`src/rtl/falling_column_if.sv`:
```
// falling_column_if
// Groups the game-facing signals of one falling column so the column can be
// dropped into the game top with a single connection.
//   user_input : player switch value, already synchronous to the clock
//   ypos       : current row of the falling letter
//   letter     : current target byte
//   correct    : one-cycle pulse when the switches match the letter
//   game_over  : high from a miss until reset
// Modports:
//   master : the side driving the switches and consuming the column state
//   slave  : the falling column itself
interface falling_column_if;
    logic [7:0] user_input;
    logic [4:0] ypos;
    logic [7:0] letter;
    logic       correct;
    logic       game_over;

    modport master (
        output user_input,
        input  ypos,
        input  letter,
        input  correct,
        input  game_over
    );

    modport slave (
        input  user_input,
        output ypos,
        output letter,
        output correct,
        output game_over
    );
endinterface

```
`src/rtl/falling_column.sv`:
```
// falling_column
// One falling target byte ("letter") of the bit-flipping game. A pseudo-random
// nonzero byte is picked from an 8-bit LFSR and steps down one row every tick
// period. A match between the player's switches and the letter pulses
// `correct` and respawns a new letter; reaching the bottom row unmatched
// latches `game_over` until reset.
//
// Ports:
//   clock        : system clock
//   reset_signal : asynchronous, active-high reset (also the game restart)
//   col          : falling_column_if.slave (user_input in; ypos, letter,
//                  correct, game_over out)
//
// Parameters:
//   TICK_DIV : clock cycles per one-row fall step (4..2^26)
//   MAX_Y    : last row index (fits in 5 bits)
//   SEED     : LFSR reset value (nonzero)
//
// Optional feature, macro FALLING_COLUMN_SPEEDUP_EN:
//   When defined, the fall period shortens by TICK_DIV/16 on every correct
//   match, never going below TICK_DIV/4. The shortened period takes effect on
//   the next letter. When undefined the period is the constant TICK_DIV.
module falling_column #(
    parameter int unsigned TICK_DIV = 25000000,
    parameter int unsigned MAX_Y    = 29,
    parameter logic [7:0]  SEED     = 8'hA5
) (
    input  logic             clock,
    input  logic             reset_signal,
    falling_column_if.slave  col
);

    typedef enum logic [1:0] {
        SPAWN   = 2'd0,
        FALLING = 2'd1,
        OVER    = 2'd2
    } state_t;

    localparam logic [25:0] TICK_LAST = 26'(TICK_DIV - 1);
    localparam logic [4:0]  Y_LAST    = 5'(MAX_Y);

    state_t      state;
    state_t      state_next;
    logic [7:0]  lfsr;
    logic [7:0]  lfsr_next;
    logic [25:0] tick_cnt;
    logic [25:0] tick_cnt_next;
    logic [7:0]  letter_q;
    logic [7:0]  letter_next;
    logic [4:0]  ypos_q;
    logic [4:0]  ypos_next;
    logic        correct_q;
    logic        correct_next;
    logic        game_over_q;
    logic        game_over_next;
    logic [25:0] period_last;
    logic        tick;
    logic        match;

    assign match = (col.user_input == letter_q);
    assign tick  = (state == FALLING) && (tick_cnt == period_last);

`ifdef FALLING_COLUMN_SPEEDUP_EN
    // The period register holds (period - 1) so that the full legal range of
    // TICK_DIV, including 2^26, fits in 26 bits.
    localparam logic [25:0] STEP_DEC   = 26'(TICK_DIV / 16);
    localparam logic [25:0] FLOOR_LAST = 26'(TICK_DIV / 4 - 1);

    logic [25:0] step_last;
    logic [25:0] step_last_next;

    assign period_last = step_last;

    // Shorten the fall period on every match, clamped at a quarter of the
    // base period. A match always leaves FALLING, so the new value is only
    // seen from the next letter onwards.
    always_comb begin
        step_last_next = step_last;
        if (state == FALLING && match) begin
            if (step_last >= FLOOR_LAST + STEP_DEC) begin
                step_last_next = step_last - STEP_DEC;
            end else begin
                step_last_next = FLOOR_LAST;
            end
        end
    end

    always_ff @(posedge clock or posedge reset_signal) begin
        if (reset_signal) begin
            step_last <= TICK_LAST;
        end else begin
            step_last <= step_last_next;
        end
    end
`else
    assign period_last = TICK_LAST;
`endif

    // State and datapath registers. Everything is cleared asynchronously so a
    // restart mid-fall or mid-pulse leaves nothing behind.
    always_ff @(posedge clock or posedge reset_signal) begin
        if (reset_signal) begin
            state       <= SPAWN;
            lfsr        <= SEED;
            tick_cnt    <= 26'd0;
            letter_q    <= 8'h00;
            ypos_q      <= 5'd0;
            correct_q   <= 1'b0;
            game_over_q <= 1'b0;
        end else begin
            state       <= state_next;
            lfsr        <= lfsr_next;
            tick_cnt    <= tick_cnt_next;
            letter_q    <= letter_next;
            ypos_q      <= ypos_next;
            correct_q   <= correct_next;
            game_over_q <= game_over_next;
        end
    end

    // Next-state logic. The LFSR free-runs in every state so a retried spawn
    // sees a fresh value. A match in FALLING is checked before the tick, so a
    // match on the final row beats the miss.
    always_comb begin
        state_next     = state;
        lfsr_next      = {lfsr[6:0], lfsr[7] ^ lfsr[5] ^ lfsr[4] ^ lfsr[3]};
        tick_cnt_next  = tick_cnt;
        letter_next    = letter_q;
        ypos_next      = ypos_q;
        correct_next   = 1'b0;
        game_over_next = game_over_q;

        case (state)
            SPAWN: begin
                // Refusing a letter equal to the switches stops a new letter
                // from scoring the instant it appears.
                if (lfsr != col.user_input) begin
                    letter_next   = lfsr;
                    ypos_next     = 5'd0;
                    tick_cnt_next = 26'd0;
                    state_next    = FALLING;
                end
            end

            FALLING: begin
                if (match) begin
                    correct_next = 1'b1;
                    state_next   = SPAWN;
                end else begin
                    tick_cnt_next = tick ? 26'd0 : tick_cnt + 26'd1;
                    if (tick) begin
                        if (ypos_q < Y_LAST) begin
                            ypos_next = ypos_q + 5'd1;
                        end else begin
                            game_over_next = 1'b1;
                            state_next     = OVER;
                        end
                    end
                end
            end

            OVER: begin
                state_next = OVER;
            end

            default: begin
                state_next = SPAWN;
            end
        endcase
    end

    assign col.ypos      = ypos_q;
    assign col.letter    = letter_q;
    assign col.correct   = correct_q;
    assign col.game_over = game_over_q;

endmodule

```
`src/flat_wrapper.sv`:
```
// flat-port wrapper written by rule: the top's interface ports become plain ports
module falling_column_flat 
#(
    parameter int unsigned TICK_DIV = 25000000,
    parameter int unsigned MAX_Y    = 29,
    parameter logic [7:0]  SEED     = 8'hA5
)
  (clock, reset_signal, col_user_input, col_ypos, col_letter, col_correct, col_game_over);
  falling_column_if col_i ();
  input  logic clock;
  input  logic reset_signal;
  input wire logic [$bits(col_i.user_input)-1:0] col_user_input;
  output wire logic [$bits(col_i.ypos)-1:0] col_ypos;
  output wire logic [$bits(col_i.letter)-1:0] col_letter;
  output wire logic [$bits(col_i.correct)-1:0] col_correct;
  output wire logic [$bits(col_i.game_over)-1:0] col_game_over;
  assign col_i.user_input = col_user_input;
  assign col_ypos = col_i.ypos;
  assign col_letter = col_i.letter;
  assign col_correct = col_i.correct;
  assign col_game_over = col_i.game_over;
  falling_column #(.TICK_DIV(TICK_DIV), .MAX_Y(MAX_Y), .SEED(SEED)) u_core (.clock(clock), .reset_signal(reset_signal), .col(col_i));
endmodule
```
`config.mk`:
```
export PLATFORM = sky130hd
export DESIGN_NAME = falling_column_flat
export DESIGN_NICKNAME = d
export VERILOG_FILES = /design/src/rtl/falling_column_if.sv /design/src/rtl/falling_column.sv /design/src/flat_wrapper.sv
export SDC_FILE = /design/constraint.sdc
export NUM_CORES = 1
export LEC_CHECK = 0
export CELL_PAD_IN_SITES_DETAIL_PLACEMENT = 1
export CELL_PAD_IN_SITES_GLOBAL_PLACEMENT = 2
export CORE_UTILIZATION = 36
export CTS_CLUSTER_DIAMETER = 80
export DETAILED_ROUTE_END_ITERATION = 16
export DONT_BUFFER_PORTS = 1
export HOLD_SLACK_MARGIN = 0.03
export PLACE_DENSITY_LB_ADDON = 0.1
export SYNTH_ARGS = -nofsm -noshare
export SYNTH_HDL_FRONTEND = slang
export SYNTH_SLANG_ARGS = --single-unit
export TNS_END_PERCENT = 20
```
`constraint.sdc`:
```
create_clock -name clock -period 2.2 [get_ports clock]
set_input_delay 0.22 -clock clock [delete_from_list [all_inputs] [get_ports clock]]
set_output_delay 0.22 -clock clock [all_outputs]
set_load 0.01 [all_outputs]
```
# [Word-level counts from Yosys, hierarchy flattened]
# Index checks and enable logic that the tools add are counted.
[classes] n_addsub=2 multipliers=0 div_mod_pow=0 order_cmp=1 eq_ne=11 shifts=0 n_mux=16 bitwise_logic=5 reduce_logical=8
[op_table] operator="$mux 26" n=3
[op_table] operator="$pmux 26 s2" n=1
[op_table] operator="$add 26x1->26 const B" n=1
[op_table] operator="$eq 26x25->1 const B" n=1
[op_table] operator="$mux 5" n=4
[op_table] operator="$pmux 5 s2" n=1
[op_table] operator="$eq 8x8->1" n=1
[op_table] operator="$mux 2" n=4
[op_table] operator="$ne 8x8->1" n=1
[op_table] operator="$pmux 2 s3" n=1
[op_table] operator="$reduce_and 3->1" n=2
[op_table] operator="$add 5x1->5 const B" n=1
[op_table] operator="$lt 5x5->1 const B" n=1
[op_table] operator="$reduce_and 5->1" n=1
[op_table] operator="$ne 2x1->1 const B" n=2
[op_table] operator="$ne 2x2->1 const B" n=2
[op_table] operator="$reduce_and 4->1" n=1
[op_table] operator="$ne 3x1->1 const B" n=1
[op_table] operator="$ne 3x2->1 const B" n=1
[op_table] operator="$xor 1x1->1" n=3
[op_table] operator="$eq 2x1->1 const B" n=1
[op_table] operator="$eq 2x2->1 const B" n=1
[op_table] operator="$logic_not 2->1" n=1
[op_table] operator="$mux 1" n=2
[op_table] operator="other kinds (4)" n=5
[totals] register_bits=51 latchBits=0 ram_bits=0 romBits=0 out_inout_bits=15 wordCells=50 mem_count=0

# [Longest topological paths before layout]
# Gate-level depths: netlist (run 1).
[logic_depth] word_depth=5 mapped_depth=7

# [Least setup slack after synthesis (run 1)]
# Ideal clock, no wire load.
[synth_path] kind="reg-to-reg" startpoint="reg u_core.tick_cnt[0]" endpoint="reg u_core.ypos_q[4], in the netlist u_core.col.ypos[4]" setup_ps=124 arrival_time_ps=2220 required_ps=2076 path_slack_ps=-144 path_stages_with_launch=8 period_less_slack_ps=2344 cell_sequence="dfrtp_1 > ha_1 > nand3_2 > or3_4 > or4b_4 > buf_6 > o21a_4 > a211o_1"
[synth_via] elab_chain_len=4
[synth_rtl] element="start: declaration" line_no="falling_column.sv:46" text="logic [25:0] tick_cnt;"
[synth_rtl] element="start signal: assignment" line_no="falling_column.sv:113" text="tick_cnt <= tick_cnt_next;"
[synth_rtl] element="$eq 26x25->1" line_no="falling_column.sv:61" text="assign tick = (state == FALLING) && (tick_cnt == period_last);"
[synth_rtl] element="$logic_and 1x1->1" line_no="falling_column.sv:61"
[synth_rtl] element="$ne 2x1->1 (no line)"
[synth_rtl] element="$reduce_and 5->1 (no line)"
[synth_rtl] element="end signal: assignment" line_no="falling_column.sv:115" text="ypos_q <= ypos_next;"
[synth_rtl] element="end: declaration" line_no="falling_column.sv:50" text="logic [4:0] ypos_q;"
# No other way between the ends.
# A chain may end at the register's enable or synchronous reset.

# [Final worst setup path (run 1)]
# Same ends and word-level chain as after synthesis.

==> impl_results.md, run 1 <==
- Outcome: finished, violations left
- Detailed-route via count: 2444
- DRC viols: 0
- Std cell rows: 31
- Required time of the critical path: 2410 ps
- CTS tree: done
- Mapped Avg Cell Area: 9.63 µm²
- Max-slew violations: 0
- Clock skew: 7.99 ps
- Worst-skew pair later-pin latency: 310 ps
- Worst VDD drop: 464 µV
- GRT Total Usage: 0.219
- Root buf cell: clkbuf_8
- Clock period minus worst slack: 2210 ps
- Die area: 0.00789 mm²
- Pwr per Cell Area: 699 mW/mm²
- Critical path class: reg -> reg
- Fillers: 835
- Fin. Hold Viols: 0
- Synthesized area: 0.00272 mm²
- Sequential fraction of the synthesis area: 0.472
- Inserted Diodes: 0
- EDFF count, synth: 0
- Failing checks: setup timing
- DRT iter0 DRCs: 84
- CTS Buf Count: 5
- Tightest Hold Check Type: in -> reg
- Top FF cell, synth: dfrtp_1
- Pre-CTS WS: -34.6 ps
- Hold path cells: 4
- Via/cell ratio: 5.58
- Sum Neg Setup Slack: -5.30 ps
- GPL Wtd Cong: 0.780
- Largest net degree at the start of global routing: 30
- Antenna violations before repair: 0
- Bufs and invs on worst path: 0
- Final setup viols: 1
- RSZ-0062 raised after global routing: yes
- Async set or reset register ratio after synthesis: 1.00
- Setup crit end kind: register
- CTS max path bufs: 2
- Gr ovfl total: 0
- Arrival time at the worst endpoint: 2420 ps
- Worst slew pin tran: 551 ps
- Die Ht: 88.8 µm
- HP Start: col_user_input[2]
- Syn_nets: 294
- Hpwl dp: 5.67 mm
- Number of global-route vias before repair: 2485
- Crit-path max cell delay: 540 ps
- CP cell instances: ha_4 > nand3_4 > or3_4 > or4b_4 > o21a_4 > a211o_1
- Crit-path slowest cell: or4b_4
- R2R Path End: u_core.col.ypos[4]
- First-pass GRT wire length: 12.9 mm
- CP max FO: 4
- Routed Wire Length: 7.84 mm
- Worst setup margin: -5.30 ps
- WL per Instance: 17.9 µm
- Final Cycle Share: 1.00
- FF+latch count, synth: 51
- Max Cap Viol: 0
- Worst hold endpoint: u_core.col.correct
- I/O Pins: 25
- Crit path launch type: register
- CTS HTree Levels: 2
- Layout cell share with drive strength beyond 1: 0.260
- Delay-heaviest family, CP: simple AND/OR/NAND/NOR gates
- Port-buffer cells: 0
- Reg clk slew, reported paths: 100 ps
- F_max: 453 MHz
- Initial Util: 0.374
- 1st-pass router iterations: 4
- Max_slew headroom: 0.632
- DRT antenna net count: 0
- Cells after Synth: 282
- Distinct cells, synth: 53
- Yosys warnings: 0
- Nets: 350
- Most frequent cells in the layout: buf_4 (54), dfrtp_1 (46), nand2_1 (39)
- Commonest non-fill, non-tap cell in the layout: buf_4
- Core area: 0.00725 mm²
- Die width: 88.8 µm
- Flop-to-flop setup slack: -5 ps
- Leakage power total: 1.66 nW
- Area growth syn-to-layout: 27.1%
- R2R depth: 6
- TritonCTS Sinks: 51
- Reg2reg start: u_core.tick_cnt[0]
[how the worst max path moves through the flow]
| stage | from | end | slack [ps] | depth (start not counted) |
|---|---|---|---|---|
| 3_3_place_gp | u_core.tick_cnt[11] | u_core.tick_cnt[23] | -90 | 7 |
| 4_1_cts | u_core.tick_cnt[14] | u_core.tick_cnt[23] | -1 | 7 |
| 3_5_place_dp | u_core.tick_cnt[11] | u_core.tick_cnt[23] | -30 | 7 |
| 6_report | u_core.tick_cnt[0] | u_core.col.ypos[4] | -5 | 6 |
| 2_1_floorplan | u_core.tick_cnt[1] | u_core.col.ypos[4] | -50 | 7 |
| 5_1_grt | u_core.tick_cnt[11] | u_core.tick_cnt[23] | -80 | 7 |
[layout make-up]
class                   instances  area (µm²)  share of cell area
flip-flops and latches         51        1280               0.372
inverters                       9        33.8             0.00979
repair buffers                 59         478               0.138
well taps                      99         124              0.0359
clock buffers                   5        68.8              0.0199
multi-input cells             212        1440               0.418
clock inverters                 3        22.5             0.00652
[report_power, final]
group / switching, W / total (W) / internal (W)
sequential: 0.000118 / 0.00115 / 0.00103
clock: 0.000340 / 0.000569 / 0.000229
combinational: 0.000367 / 0.000696 / 0.000329
[metal layers]
metal  routed length [µm]  vias to the layer above  GRT usage  share of wire
met5                    0                        -          0              0
met4                  119                        0     0.0660          0.015
met3                  205                        8     0.0336          0.026
met2                 3620                       34      0.340           0.46
met1                 3890                     1235      0.315           0.50
li1                     -                     1167          -              -
[synth_stat cells (all sizes together), types with 3 or more instances]
master / instances / share of area
xor2: 17 / 0.055
nor3: 9 / 0.017
nand4: 6 / 0.014
o22ai: 4 / 0.0092
dfrtp: 47 / 0.43
dfstp: 4 / 0.039
a211oi: 3 / 0.0083
nand2: 39 / 0.054
and3: 12 / 0.028
a21oi: 5 / 0.0092
nand3: 18 / 0.035
clkbuf: 5 / 0.0069
nor2: 19 / 0.026
inv: 9 / 0.012
a22oi: 3 / 0.0083
buf: 5 / 0.011
a22o: 6 / 0.019
nor4: 13 / 0.030
a21o: 5 / 0.014
a221o: 9 / 0.033
or4: 3 / 0.0083
o21ai: 6 / 0.011
[repair_timing]
action / in CTS / in global routing
gates resized for setup: 2 / 11
endpoints found under the hold margin: 22 / 0
endpoints found under the setup margin: 13 / 28
pin swaps: 2 / 9
buffers inserted: 2 / 4
hold buffers: 1 / 0
[cell families (layout without fill, tap and decap cells)]
| kind of cell | after synthesis | count (layout) | share of synthesized area |
|---|---|---|---|
| AOI/OAI and AO/OA | 61 | 61 | 0.183 |
| xor gates and xnor gates | 19 | 19 | 0.0613 |
| adders and majority gates | 2 | 2 | 0.00922 |
| buffers and inverters | 19 | 76 | 0.0300 |
| DFF | 51 | 51 | 0.472 |
| and+or+nand+nor | 130 | 130 | 0.245 |
[tightest hold or removal path, stage by stage]
cell    delay, ps
xor2_1        110
nor4_1         60
buf_4         150
and3_1        140
[per-stage QoR]
stage | util | instance area [µm²] | total power, W | cells | hold WS [ps]
global route | 0.476 | 3450 | 0.00257 | 438 | 416
CTS | 0.463 | 3360 | 0.00241 | 434 | 379
global placement | 0.445 | 3230 | 0.00180 | 423 | 185
finish | 0.476 | 3450 | 0.00241 | 438 | 391
detailed placement | 0.445 | 3230 | 0.00181 | 423 | 184
floorplan | - | 2740 | 0.00151 | 282 | 392
[flip-flops by register name (all words and copies together) (netlist names)]
signal / count
u_core.lfsr: 8
u_core.state: 2
u_core.col.correct: 1
u_core.col.game_over: 1
u_core.tick_cnt: 26
u_core.col.letter: 8
u_core.col.ypos: 5
No activity file was read; power rests on OpenSTA's default activity.
==> run 2, diff against run 1 <==
- CTS_CLUSTER_DIAMETER: 80 -> unset
==> results of run 2 <==
No change in the layout: final DEF, timing and power equal those of run 1.
==> run 3, diff against run 2 <==
- GPL_TIMING_DRIVEN: unset -> 1
==> results of run 3 <==
No change in the layout: final DEF, timing and power equal those of run 1.
